### config.mk
export PLATFORM = sky130hd
export DESIGN_NAME = mc_controller
export DESIGN_NICKNAME = d
export VERILOG_FILES = /design/src/rtl/mc_controller.sv
export SDC_FILE = /design/constraint.sdc
export NUM_CORES = 1
export LEC_CHECK = 0
export ABC_CLOCK_PERIOD_IN_PS = 7500
export CORE_ASPECT_RATIO = 1.1
export CORE_MARGIN = 5
export CORE_UTILIZATION = 41
export DETAILED_ROUTE_END_ITERATION = 6
export PLACE_DENSITY = 0.83
export SYNTH_ARGS = -nofsm -noshare
export SYNTH_HDL_FRONTEND = slang
export SYNTH_SLANG_ARGS = --single-unit
### constraint.sdc
create_clock -name clk -period 7.5 [get_ports clk]
set_input_delay 1.5 -clock clk [delete_from_list [all_inputs] [get_ports clk]]
set_output_delay 1.5 -clock clk [all_outputs]
set_load 0.02 [all_outputs]
### src/rtl/mc_controller.sv
`timescale 1ns/1ps
`default_nettype none
// ============================================================================
//  Module      : mc_controller
//  Description : Multi-cycle MIPS control FSM (FETCH/DECODE/EXEC/MEM/WB) with
//                parametrised instruction/data memory wait states.
//  Revision    : 1.0 - initial release
// ============================================================================
module mc_controller #(
    parameter int IMEM_WAIT = 0,
    parameter int DMEM_WAIT = 0,
    parameter int CNT_W     = 4
) (
    input  logic        clk,
    input  logic        rst_n,
    input  logic [5:0]  opcode,
    input  logic [5:0]  funct,
    input  logic [31:0] NFlag,
    output logic [1:0]  RegDst,
    output logic        ALUSrc,
    output logic [1:0]  Mem2Reg,
    output logic [1:0]  EXTOp,
    output logic [2:0]  ALUOp,
    output logic [1:0]  NPCSel,
    output logic        FlagOp,
    output logic        RegWr,
    output logic        MemWr,
    output logic        MemRd,
    output logic        PCWr,
    output logic        IRWr,
    output logic        illegal,
    output logic        instr_done,
    output logic [2:0]  state
);

    localparam logic [2:0] S_FETCH  = 3'd0;
    localparam logic [2:0] S_DECODE = 3'd1;
    localparam logic [2:0] S_EXEC   = 3'd2;
    localparam logic [2:0] S_MEM    = 3'd3;
    localparam logic [2:0] S_WB     = 3'd4;

    localparam logic [3:0] C_ADDU  = 4'd0;
    localparam logic [3:0] C_SUBU  = 4'd1;
    localparam logic [3:0] C_SLT   = 4'd2;
    localparam logic [3:0] C_JR    = 4'd3;
    localparam logic [3:0] C_ORI   = 4'd4;
    localparam logic [3:0] C_LW    = 4'd5;
    localparam logic [3:0] C_SW    = 4'd6;
    localparam logic [3:0] C_BEQ   = 4'd7;
    localparam logic [3:0] C_LUI   = 4'd8;
    localparam logic [3:0] C_J     = 4'd9;
    localparam logic [3:0] C_ADDI  = 4'd10;
    localparam logic [3:0] C_ADDIU = 4'd11;
    localparam logic [3:0] C_JAL   = 4'd12;
    localparam logic [3:0] C_ILL   = 4'd15;

    localparam logic [CNT_W-1:0] C_IMEM_LAST = CNT_W'(IMEM_WAIT);
    localparam logic [CNT_W-1:0] C_DMEM_LAST = CNT_W'(DMEM_WAIT);

    logic [2:0]       state_q, state_d;
    logic [CNT_W-1:0] cnt_q, cnt_d;
    logic             run_q;

    logic [3:0] w_cls;
    logic [1:0] w_regdst, w_mem2reg, w_extop, w_npcsel;
    logic       w_alusrc, w_flagop;
    logic [2:0] w_aluop;
    logic       w_unused_flags;

    assign w_unused_flags = ^NFlag[31:2];

    always_comb begin
        w_cls = C_ILL;
        case (opcode)
            6'b000000: begin
                case (funct)
                    6'b100001: w_cls = C_ADDU;
                    6'b100011: w_cls = C_SUBU;
                    6'b101010: w_cls = C_SLT;
                    6'b001000: w_cls = C_JR;
                    default:   w_cls = C_ILL;
                endcase
            end
            6'b001101: w_cls = C_ORI;
            6'b100011: w_cls = C_LW;
            6'b101011: w_cls = C_SW;
            6'b000100: w_cls = C_BEQ;
            6'b001111: w_cls = C_LUI;
            6'b000010: w_cls = C_J;
            6'b001000: w_cls = C_ADDI;
            6'b001001: w_cls = C_ADDIU;
            6'b000011: w_cls = C_JAL;
            default:   w_cls = C_ILL;
        endcase
    end

    // Per-class datapath selects; stable for the whole instruction since IR is.
    always_comb begin
        w_regdst  = 2'b00;
        w_alusrc  = 1'b0;
        w_mem2reg = 2'b00;
        w_extop   = 2'b00;
        w_aluop   = 3'b000;
        w_npcsel  = 2'b00;
        w_flagop  = 1'b0;
        case (w_cls)
            C_ADDU:  w_regdst = 2'b01;
            C_SUBU:  begin w_regdst = 2'b01; w_aluop = 3'b001; end
            C_SLT:   begin w_regdst = 2'b01; w_aluop = 3'b100; end
            C_ORI:   begin w_alusrc = 1'b1; w_aluop = 3'b011; end
            C_LUI:   begin w_alusrc = 1'b1; w_extop = 2'b10; w_aluop = 3'b011; end
            C_ADDI:  begin w_alusrc = 1'b1; w_extop = 2'b01; w_flagop = 1'b1; end
            C_ADDIU: begin w_alusrc = 1'b1; w_extop = 2'b01; end
            C_LW:    begin w_alusrc = 1'b1; w_extop = 2'b01; w_mem2reg = 2'b01; end
            C_SW:    begin w_alusrc = 1'b1; w_extop = 2'b01; end
            C_BEQ:   begin w_aluop = 3'b001; w_npcsel = 2'b01; end
            C_JR:    begin w_aluop = 3'b101; w_npcsel = 2'b11; end
            C_J:     w_npcsel = 2'b10;
            C_JAL:   begin
                w_regdst  = 2'b10;
                w_mem2reg = 2'b10;
                w_aluop   = 3'b101;
                w_npcsel  = 2'b10;
            end
            default: w_npcsel = 2'b00;
        endcase
    end

    always_comb begin
        state_d    = state_q;
        cnt_d      = cnt_q + 1'b1;
        RegDst     = 2'b00;
        ALUSrc     = 1'b0;
        Mem2Reg    = 2'b00;
        EXTOp      = 2'b00;
        ALUOp      = 3'b000;
        NPCSel     = 2'b00;
        FlagOp     = 1'b0;
        RegWr      = 1'b0;
        MemWr      = 1'b0;
        MemRd      = 1'b0;
        PCWr       = 1'b0;
        IRWr       = 1'b0;
        illegal    = 1'b0;
        instr_done = 1'b0;

        if (run_q && state_q != S_FETCH) begin
            RegDst  = w_regdst;
            ALUSrc  = w_alusrc;
            Mem2Reg = w_mem2reg;
            EXTOp   = w_extop;
            ALUOp   = w_aluop;
            NPCSel  = w_npcsel;
            FlagOp  = w_flagop;
        end

        if (!run_q) begin
            state_d = S_FETCH;
        end else begin
            case (state_q)
                S_FETCH: begin
                    MemRd = 1'b1;
                    if (cnt_q == C_IMEM_LAST) begin
                        IRWr    = 1'b1;
                        PCWr    = 1'b1;
                        state_d = S_DECODE;
                    end
                end
                S_DECODE: begin
                    case (w_cls)
                        C_J, C_JAL: begin
                            PCWr       = 1'b1;
                            RegWr      = (w_cls == C_JAL);
                            instr_done = 1'b1;
                            state_d    = S_FETCH;
                        end
                        C_ILL: begin
                            illegal    = 1'b1;
                            instr_done = 1'b1;
                            state_d    = S_FETCH;
                        end
                        default: state_d = S_EXEC;
                    endcase
                end
                S_EXEC: begin
                    case (w_cls)
                        C_BEQ, C_JR: begin
                            PCWr       = (w_cls == C_JR) | NFlag[1];
                            instr_done = 1'b1;
                            state_d    = S_FETCH;
                        end
                        C_LW, C_SW: state_d = S_MEM;
                        default:    state_d = S_WB;
                    endcase
                end
                S_MEM: begin
                    MemRd = (w_cls == C_LW);
                    MemWr = (w_cls == C_SW);
                    if (cnt_q == C_DMEM_LAST) begin
                        if (w_cls == C_SW) begin
                            instr_done = 1'b1;
                            state_d    = S_FETCH;
                        end else begin
                            state_d = S_WB;
                        end
                    end
                end
                S_WB: begin
                    RegWr      = ~(w_flagop & NFlag[0]);
                    instr_done = 1'b1;
                    state_d    = S_FETCH;
                end
                default: state_d = S_FETCH;
            endcase
        end

        // Counter restarts on every state change so FETCH/MEM begin at zero.
        if (!run_q || state_d != state_q) begin
            cnt_d = '0;
        end
    end

    // run_q delays the first FETCH cycle to the first edge after reset release.
    always_ff @(posedge clk or negedge rst_n) begin
        if (!rst_n) begin
            state_q <= S_FETCH;
            cnt_q   <= '0;
            run_q   <= 1'b0;
        end else begin
            state_q <= state_d;
            cnt_q   <= cnt_d;
            run_q   <= 1'b1;
        end
    end

    assign state = state_q;

endmodule
`default_nettype wire
==> results of run 1 <==
worst max path at each step:
stage | from | to | slack [ns] | cells after the start
after floorplan | opcode[4] | ALUSrc | 2.38 | 7
after global placement | opcode[0] | ALUOp[0] | 1.51 | 8
after detailed placement | opcode[0] | ALUOp[0] | 1.45 | 8
after CTS | opcode[0] | ALUOp[0] | 1.45 | 8
after global routing | opcode[0] | ALUOp[0] | 1.22 | 8
final | opcode[0] | ALUOp[0] | 1.41 | 8
registers in the layout, summed over array words and instances, names as in the netlist:
| name | count |
|---|---|
| cnt_q | 4 |
| run_q | 1 |
| state | 3 |
layout make-up:
type / count / area [sq um] / area share (%)
inverter: 5 / 18.8 / 1.23
sequential: 8 / 200 / 13.1
timing repair buffer: 38 / 380 / 24.9
multi-input combinational: 127 / 865 / 56.6
tap: 33 / 41.3 / 2.70
clock buffer: 3 / 22.5 / 1.47
metal layers:
metal	routed length, um	track usage [%]	up-vias
met1	1220	18.8	563
met5	0	0	-
met2	1630	30.7	24
li1	-	-	615
met4	23	5.69	0
met3	147	1.96	4
placed cells by master (no fill, tap or decap), drive strengths merged, types with 4 or more instances in the layout:
master and count:
clkdlybuf4s50 38, nor2 22, nand2 11, a21oi 11
dfrtp 8, nor3 6, a211oi 6, inv 5
nor4 5, o21ai 5, nor3b 5, xnor2 4
nand2b 4, and3 4
metrics by stage:
| stage | instances | instance area [sq um] | hold slack, ns | utilization, % | total power [mW] |
|---|---|---|---|---|---|
| floorplan | 149 | 1150 | 0.451 | - | 0.0826 |
| global placement | 211 | 1510 | 0.466 | 55.2 | 0.102 |
| detailed placement | 211 | 1510 | 0.496 | 55.2 | 0.104 |
| CTS | 214 | 1530 | 0.503 | 56.0 | 0.135 |
| global route | 214 | 1530 | 0.542 | 56.0 | 0.145 |
| finish | 214 | 1530 | 0.492 | 56.0 | 0.133 |
power breakdown:
part	internal (mW)	total, mW	switching [mW]
combinational	0.0256	0.0561	0.0306
clock	0.0181	0.0296	0.0115
sequential	0.0444	0.0476	0.00326
cell families after synthesis:
| logic type | share of synthesized area (%) |
|---|---|
| DFF | 17.4 |
| muxes | 0.981 |
| and+or+nand+nor | 41.6 |
| adders and majority gates | 2.18 |
| xor gates and xnor gates | 3.82 |
| other | 0.327 |
| AOI/OAI and AO/OA | 26.5 |
| buffers and inverters | 7.20 |
critical path, stage by stage:
cell	delay (ns)
clkdlybuf4s50_1	0.66
or4_4	0.61
a2111oi_4	0.38
a211oi_2	0.24
and3_4	0.24
a21o_1	0.15
a211oi_2	0.18
clkdlybuf4s50_1	0.63
==> results.ini, run 1 <==
[timing]
fmax_ghz=0.164
finalMaxSlewViolations=0
fin_ws_ns=1.41
period_needed_ns=6.09
relSlewSlack_pct=51.3
hold_viol=0
skew_ns=0.000930
grt_setup_unrepaired=no
setup_tns_ns=0
tightest_slew_ns=0.726
setup_viol_count_final=0
post-route-period-util_pct=81.2

[logic_synthesis]
yosys-top-cells-area=dfrtp_1, nor2_1, a21oi_1, a211oi_2, nand2_1
ys_seq_area_share_pct=17.4
ys_top_cells_by_count=nor2_1, a21oi_1, nand2_1
synth_area_per_cell_sq_um=7.70
ys_ff_latch=8
synth_warnings=0
synth_edf_count=0
synth_most_common_cell=nor2_1
async_reset_ff_share_pct=100
synth.top_cell.area_share_pct=17.4
synthCells=149
ys_types=53
synth_nets=197
dominantRegCellSynth=dfrtp_1
synth_area_leader_cell=dfrtp_1
synth_area_sq_um=1150

[placed_design]
port_buffers=38
routabilityCongestion=0.852
place_ws_ns=1.45
place_hpwl_mm=2.48

[clock_tree]
htree_levels=1
cts_setup_buffers=0
numCtsBuffers=3
insertion_delay_ns=0.24
cts_resized=0
cts_tree=yes
numClockSinks=8
clkTransAtPathRegs_ns=0.05
cts_hold_buffers=0
ctsRootBufferMaster=clkbuf_4
clock_path_buffers=2

[worst_hold_path]
hold_path_depth=1
hp-start=cnt_q[0]$_DFF_PN0_
hold_end=cnt_q[0]$_DFF_PN0_
hold_class=reg -> reg

[worst_setup_path]
path_max_fanout=15
critical_path_arrival_ns=4.59
required_ns=6.00
reg2regPathDepth=4
worst_r2r_endpoint=state[2]$_DFF_PN0_
r2r_slack_ns=5.95
startpoint_type=input port
r2r-start=state[1]$_DFF_PN0_
endpoint_kind=output port
setup.worst_path.class=in -> out

[status]
status=finished, final reports clean

[routing]
drt-initial-drc-count=28
num_vias=1206
avgRoutedWirePerCell_um=14.1
final_antenna_net_count=0
drt_pre_antenna_iters=4
drt-total-wl_mm=3.03
avgViaCountPerCell=5.64
route.detailed.drc=0

[power]
leakage_nw=0.528
max-vdd-ir-drop_mv=0.0908
p_per_area_nw_per_um2=87.3

[global_routing]
grt_usage_pct=16.5
grt_pass1_vias=1218
grt_pass1_wl_mm=5.26
gr-total-overflow=0
grt_antenna_before_repair=0
grt_max_degree=18

[die]
die_y_um=65.5
ios=69
dieArea_sq_um=3960
initial_core_util_pct=42.1
die_w_um=60.4
core-area_sq_um=2730
num_rows=20

[final_layout]
syn_to_final_growth_pct=33.2
diodes=0
n_fill_cell=266
final_nets=231
drive_above_1_share_pct=10.5

[run]
max_cap_violations=0

Note: power is estimated with default switching activity, not from simulation.
==> run 2: changes to the inputs <==
Settings changed: ABC_CLOCK_PERIOD_IN_PS 7500 to 5870, CORE_UTILIZATION 41 to 38, PLACE_DENSITY 0.83 to 0.78.
Clock period 7.5 ns to 5.87 ns, I/O delays scaled along.
==> run 2 against run 1 <==
  * Power is 31% higher
  * Design area up 2.5%
  * Combinational power rose by 32%
  * Critical path type unchanged
  * Largest cell class unchanged
==> results.ini, run 2 (synthesis results as in run 1) <==
[status]
status=finished, final reports clean

[power]
combPwrFrac_pct=42.1  ; about the same
leakage_nw=0.552  ; +4.7%
sw_frac_of_total_pct=34.7  ; +0.71 points
power_uw=175  ; +31%
p_sw_uw=60.9  ; +34%
seq_power_share_pct=34.6  ; -1.1 points
internal_power_uw=115  ; +30%
max-vdd-ir-drop_mv=0.0892  ; -1.8%
power_frac_clock_pct=23.3  ; +1.1 points
p_per_area_nw_per_um2=112  ; +28%

[worst_hold_path]
hold_class=reg -> reg
hp-start=cnt_q[0]$_DFF_PN0_
hold_path_depth=1  ; unchanged
hold_end=cnt_q[0]$_DFF_PN0_

[routing]
drt-initial-drc-count=63  ; +130%
num_vias=1232  ; +2.2%
avgViaCountPerCell=5.60  ; -0.63%
avgRoutedWirePerCell_um=13.5  ; -4.5%
drt-total-wl_mm=2.97  ; -1.8%
route.detailed.drc=0  ; unchanged
final_antenna_net_count=0  ; unchanged
drt_pre_antenna_iters=4  ; unchanged

[worst_setup_path]
setup.worst_path.class=in -> out
cp_common_cell=clkdlybuf4s50_1
r2r_slack_ns=4.34  ; -1.61 ns
max_stage_delay_ns=0.62  ; -0.04 ns
startpoint_type=input port
worst_r2r_endpoint=state[2]$_DFF_PN0_
cpMaxStageDelayCell=clkdlybuf4s50_1
path_buf_inv=2  ; unchanged
cp_cell_sequence=clkdlybuf4s50_1, or4_4, a2111oi_4, a211oi_2, a211oi_1, o211ai_1, o21ai_1, clkdlybuf4s50_1
worstSetupStartpoint=opcode[5]
critical_path_arrival_ns=4.18  ; -0.41 ns
reg2regPathDepth=4  ; unchanged
endpoint_kind=output port
r2r-start=state[1]$_DFF_PN0_
path_max_fanout=11  ; -4
critPathTopFamily=buffers and inverters
required_ns=4.70  ; -1.30 ns

[timing]
hold_slack_ns=0.501  ; +0.00903 ns
setup_tns_ns=0  ; unchanged
relSlewSlack_pct=48.7  ; -2.6 points
period_needed_ns=5.36
grt_setup_unrepaired=no
setup_viol_count_final=0  ; unchanged
hold_viol=0  ; unchanged
post-route-period-util_pct=91.3
fin_ws_ns=0.513  ; -0.894 ns
tightest_slew_ns=0.764  ; +0.0384 ns
finalMaxSlewViolations=0  ; unchanged
skew_ns=0.00205  ; +0.00112 ns
fmax_ghz=0.187

[final_layout]
drive_above_1_share_pct=12.9  ; +2.4 points
largest_reg_flops=4  ; unchanged
n_fill_cell=294  ; +11%
mostFrequentLayoutCells=clkdlybuf4s50_1, nor2_1, nand2_1, a21oi_1, dfrtp_1
final_nets=236  ; +2.2%
regMostFlops=cnt_q
diodes=0  ; unchanged
final_common_cell=clkdlybuf4s50_1
instances_no_fill=220  ; +2.8%
syn_to_final_growth_pct=36.5

[die]
dieArea_sq_um=4220  ; +6.6%
die_w_um=62.4  ; +3.2%
die_y_um=67.6  ; +3.3%
core-area_sq_um=2970  ; +8.9%
num_rows=21  ; +5.0%
initial_core_util_pct=38.6  ; -3.4 points
ios=69  ; unchanged

[placed_design]
place_ws_ns=0.541  ; -0.905 ns
place_hpwl_mm=2.44  ; -1.7%
dp.cells=217  ; +2.8%
port_buffers=38  ; unchanged
routabilityCongestion=0.817  ; -4.0%

[clock_tree]
ctsRootBufferMaster=clkbuf_4
insertion_delay_ns=0.25  ; about the same
cts_tree=yes
clock_path_buffers=2  ; unchanged
clkTransAtPathRegs_ns=0.05  ; about the same
htree_levels=1  ; unchanged
cts_resized=0  ; unchanged
numClockSinks=8  ; unchanged
cts_hold_buffers=0  ; unchanged
numCtsBuffers=3  ; unchanged
cts_setup_buffers=0  ; unchanged

[global_routing]
grt_pass1_wl_mm=5.21  ; -1.0%
grt_antenna_before_repair=0  ; unchanged
gr-total-overflow=0  ; unchanged
grt_max_degree=15  ; -3
grt_pass1_vias=1233  ; +1.2%
grt_usage_pct=14.6  ; -1.9 points

[run]
max_cap_violations=0  ; unchanged

==> run 2: changes by cell type in the layout (fill, tap and decap cells not counted), sizes merged <==
cell	before	now
buf	0	5
==> run 2: worst max path at each step <==
stage / to / slack [ns] / depth (start not counted)
final: instr_done / 0.51 / 8
after global routing: PCWr / 0.32 / 8
after CTS: ALUOp[0] / 0.54 / 8
after detailed placement: ALUOp[0] / 0.54 / 8
after global placement: ALUOp[0] / 0.60 / 8
after floorplan: ALUSrc / 1.40 / 7
==> run 2: power groups by stage <==
stage	registers [mW]	logic [mW]	clock network (mW)
global placement	0.0615	0.0723	0
CTS	0.0606	0.0739	0.0443
detailed placement	0.0615	0.0735	0
floorplan	0.0605	0.0451	0
global route	0.0609	0.0807	0.0469
finish	0.0607	0.0738	0.0409
==> run 2: worst register-to-register path: cells and delay by family (launching register included) <==
| family | cells | cell delay [ns] |
|---|---|---|
| compound gates | 2 | 0.37 |
| flops | 1 | 0.56 |
| simple gates | 2 | 0.54 |
==> run 2: metrics by stage <==
stage / util [%] / instance area, sq um
global route: 52.8 / 1570
CTS: 52.8 / 1570
finish: 52.8 / 1570
detailed placement: 52.0 / 1540
global placement: 52.0 / 1540
floorplan: - / 1150
==> run 2: layout make-up <==
cell class	instances	area [sq um]	area share [%]
tap	34	42.5	2.72
multi-input combinational	127	865	55.2
sequential	8	200	12.8
inverter	5	18.8	1.20
clock buffer	3	22.5	1.44
timing repair buffer	43	418	26.7
==> run 2: layer usage <==
metal  vias up  share of wire (%)  GRT usage, %
li1        628                  -             -
met1       576                 43          15.3
met2        22                 52          28.9
met3         6                3.7          2.33
met4         0                1.3          6.10
met5         -                  0             0
==> RTL change, RTL diff (flow settings as in run 2) <==
`CNT_W`: 4 -> 6.
--- a/src/rtl/mc_controller.sv
+++ b/src/rtl/mc_controller.sv
@@ -11,3 +11,3 @@
     parameter int DMEM_WAIT = 0,
-    parameter int CNT_W     = 4
+    parameter int CNT_W     = 6
 ) (
Check against the original RTL: no difference found for any inputs over 10 cycles, from zero or initial values and one cycle with rst_n low; that may be too few to reach the edited logic, so the function may still have changed.
==> RTL change against run 2 <==
- worst setup slack gained 0.22 ns
- total power grew 9.9%
- worst hold slack lost 0.012 ns
- area after synthesis grew 15%
- via count grew 17%
- register-to-register slack lost 0.17 ns
- die area grew 12%
- sequential cell count grew 2
- final area grew 9.8%
- final cell count grew 20%
- routed wire length grew 15%
- largest power group unchanged
==> RTL change: results (changes against run 2) <==
Placed design
  • Dpl hpwl: 2700 µm (was 2440 µm)

Yosys
  • Compound-gate portion of the synthesized area: 24.3% (was 26.5%)
  • Most frequent cells after synthesis: nor2_1 (30), dfrtp_1 (10), nand2_1 (10) (was nor2_1 (22), a21oi_1 (11), nand2_1 (11))
  • Sequential share of the synthesized area: 19.0% (was 17.4%)
  • Syn Nets: 232 (was 197)
  • Largest cells by area after synthesis: dfrtp_1 (19%), nor2_1 (8.5%), nand2b_1 (3.8%) (was dfrtp_1 (17%), nor2_1 (7.2%), a21oi_1 (4.8%))
  • Unique masters post-synth: 56 (was 53)

Power
  • P_clk: 0.0000410 W (was 0.0000409 W)
  • Comb pwr: 0.0000778 W (was 0.0000738 W)
  • Leak pwr: 0.623 nW (was 0.552 nW)
  • Pint: 0.000129 W (was 0.000115 W)

Finish
  • Layout cells sized above 1: 6.51% (was 12.9%)
  • Filler Cell Count: 332 (was 294)

Global route
  • All-Layer GR Usage: 14.6% (about the same)
  • Met1 usage: 20.1% (was 15.3%)
  • Vias in the first global route: 1256 (was 1233)

Worst setup path
  • CP Data Arrival Time: 3.96 ns (was 4.18 ns)
  • Crit. Startpoint: opcode[1] (was opcode[5])
  • Worst reg2reg path depth: 6 (was 4)
  • Crit path to: EXTOp[1] (was instr_done)

Detailed routing
  • 1st-iter DRT viols: 129 (was 63)
  • DR vias: 1438 (was 1232)
  • DRT Wirelength: 3430 µm (was 2970 µm)
  • Metal2 WL: 1670 µm (was 1560 µm)

Run status
  • Status: completed (unchanged)

Timing
  • Setup Skew: 0.000993 ns (was 0.00205 ns)
  • Final Hold Slack: 0.489 ns (was 0.501 ns)
==> RTL change: changes by cell type after synthesis, sizes merged, moves of 4 or more <==
cell    before  now
a211oi       6    1
and2         1    5
nand2b       4    8
nand3        2    6
nor2        22   30
nor3b        5    1
nor4         5    9
==> RTL change: per-stage QoR <==
stage | setup slack, ns | cell area [µm²] | power, W | instances
after floorplan | 1.85 | 1320 | 0.000123 | 184
after global placement | 0.753 | 1700 | 0.000152 | 260
after detailed placement | 0.782 | 1700 | 0.000152 | 260
after CTS | 0.769 | 1720 | 0.000195 | 263
after global routing | 0.521 | 1720 | 0.000209 | 263
final | 0.736 | 1720 | 0.000193 | 263
==> RTL change: cells by family after synthesis <==
family	after synthesis
compound gates	44
xor+xnor	6
fa+ha+maj	2
buf+inv	17
flops	10
mux	2
other cells	1
simple gates	102
==> RTL change: cell type report <==
cell class	count	area share (%)
clock buffer	3	1.31
inverter	6	1.31
multi-input combinational	157	56.8
sequential	10	14.5
tap	48	3.49
timing repair buffer	39	22.5
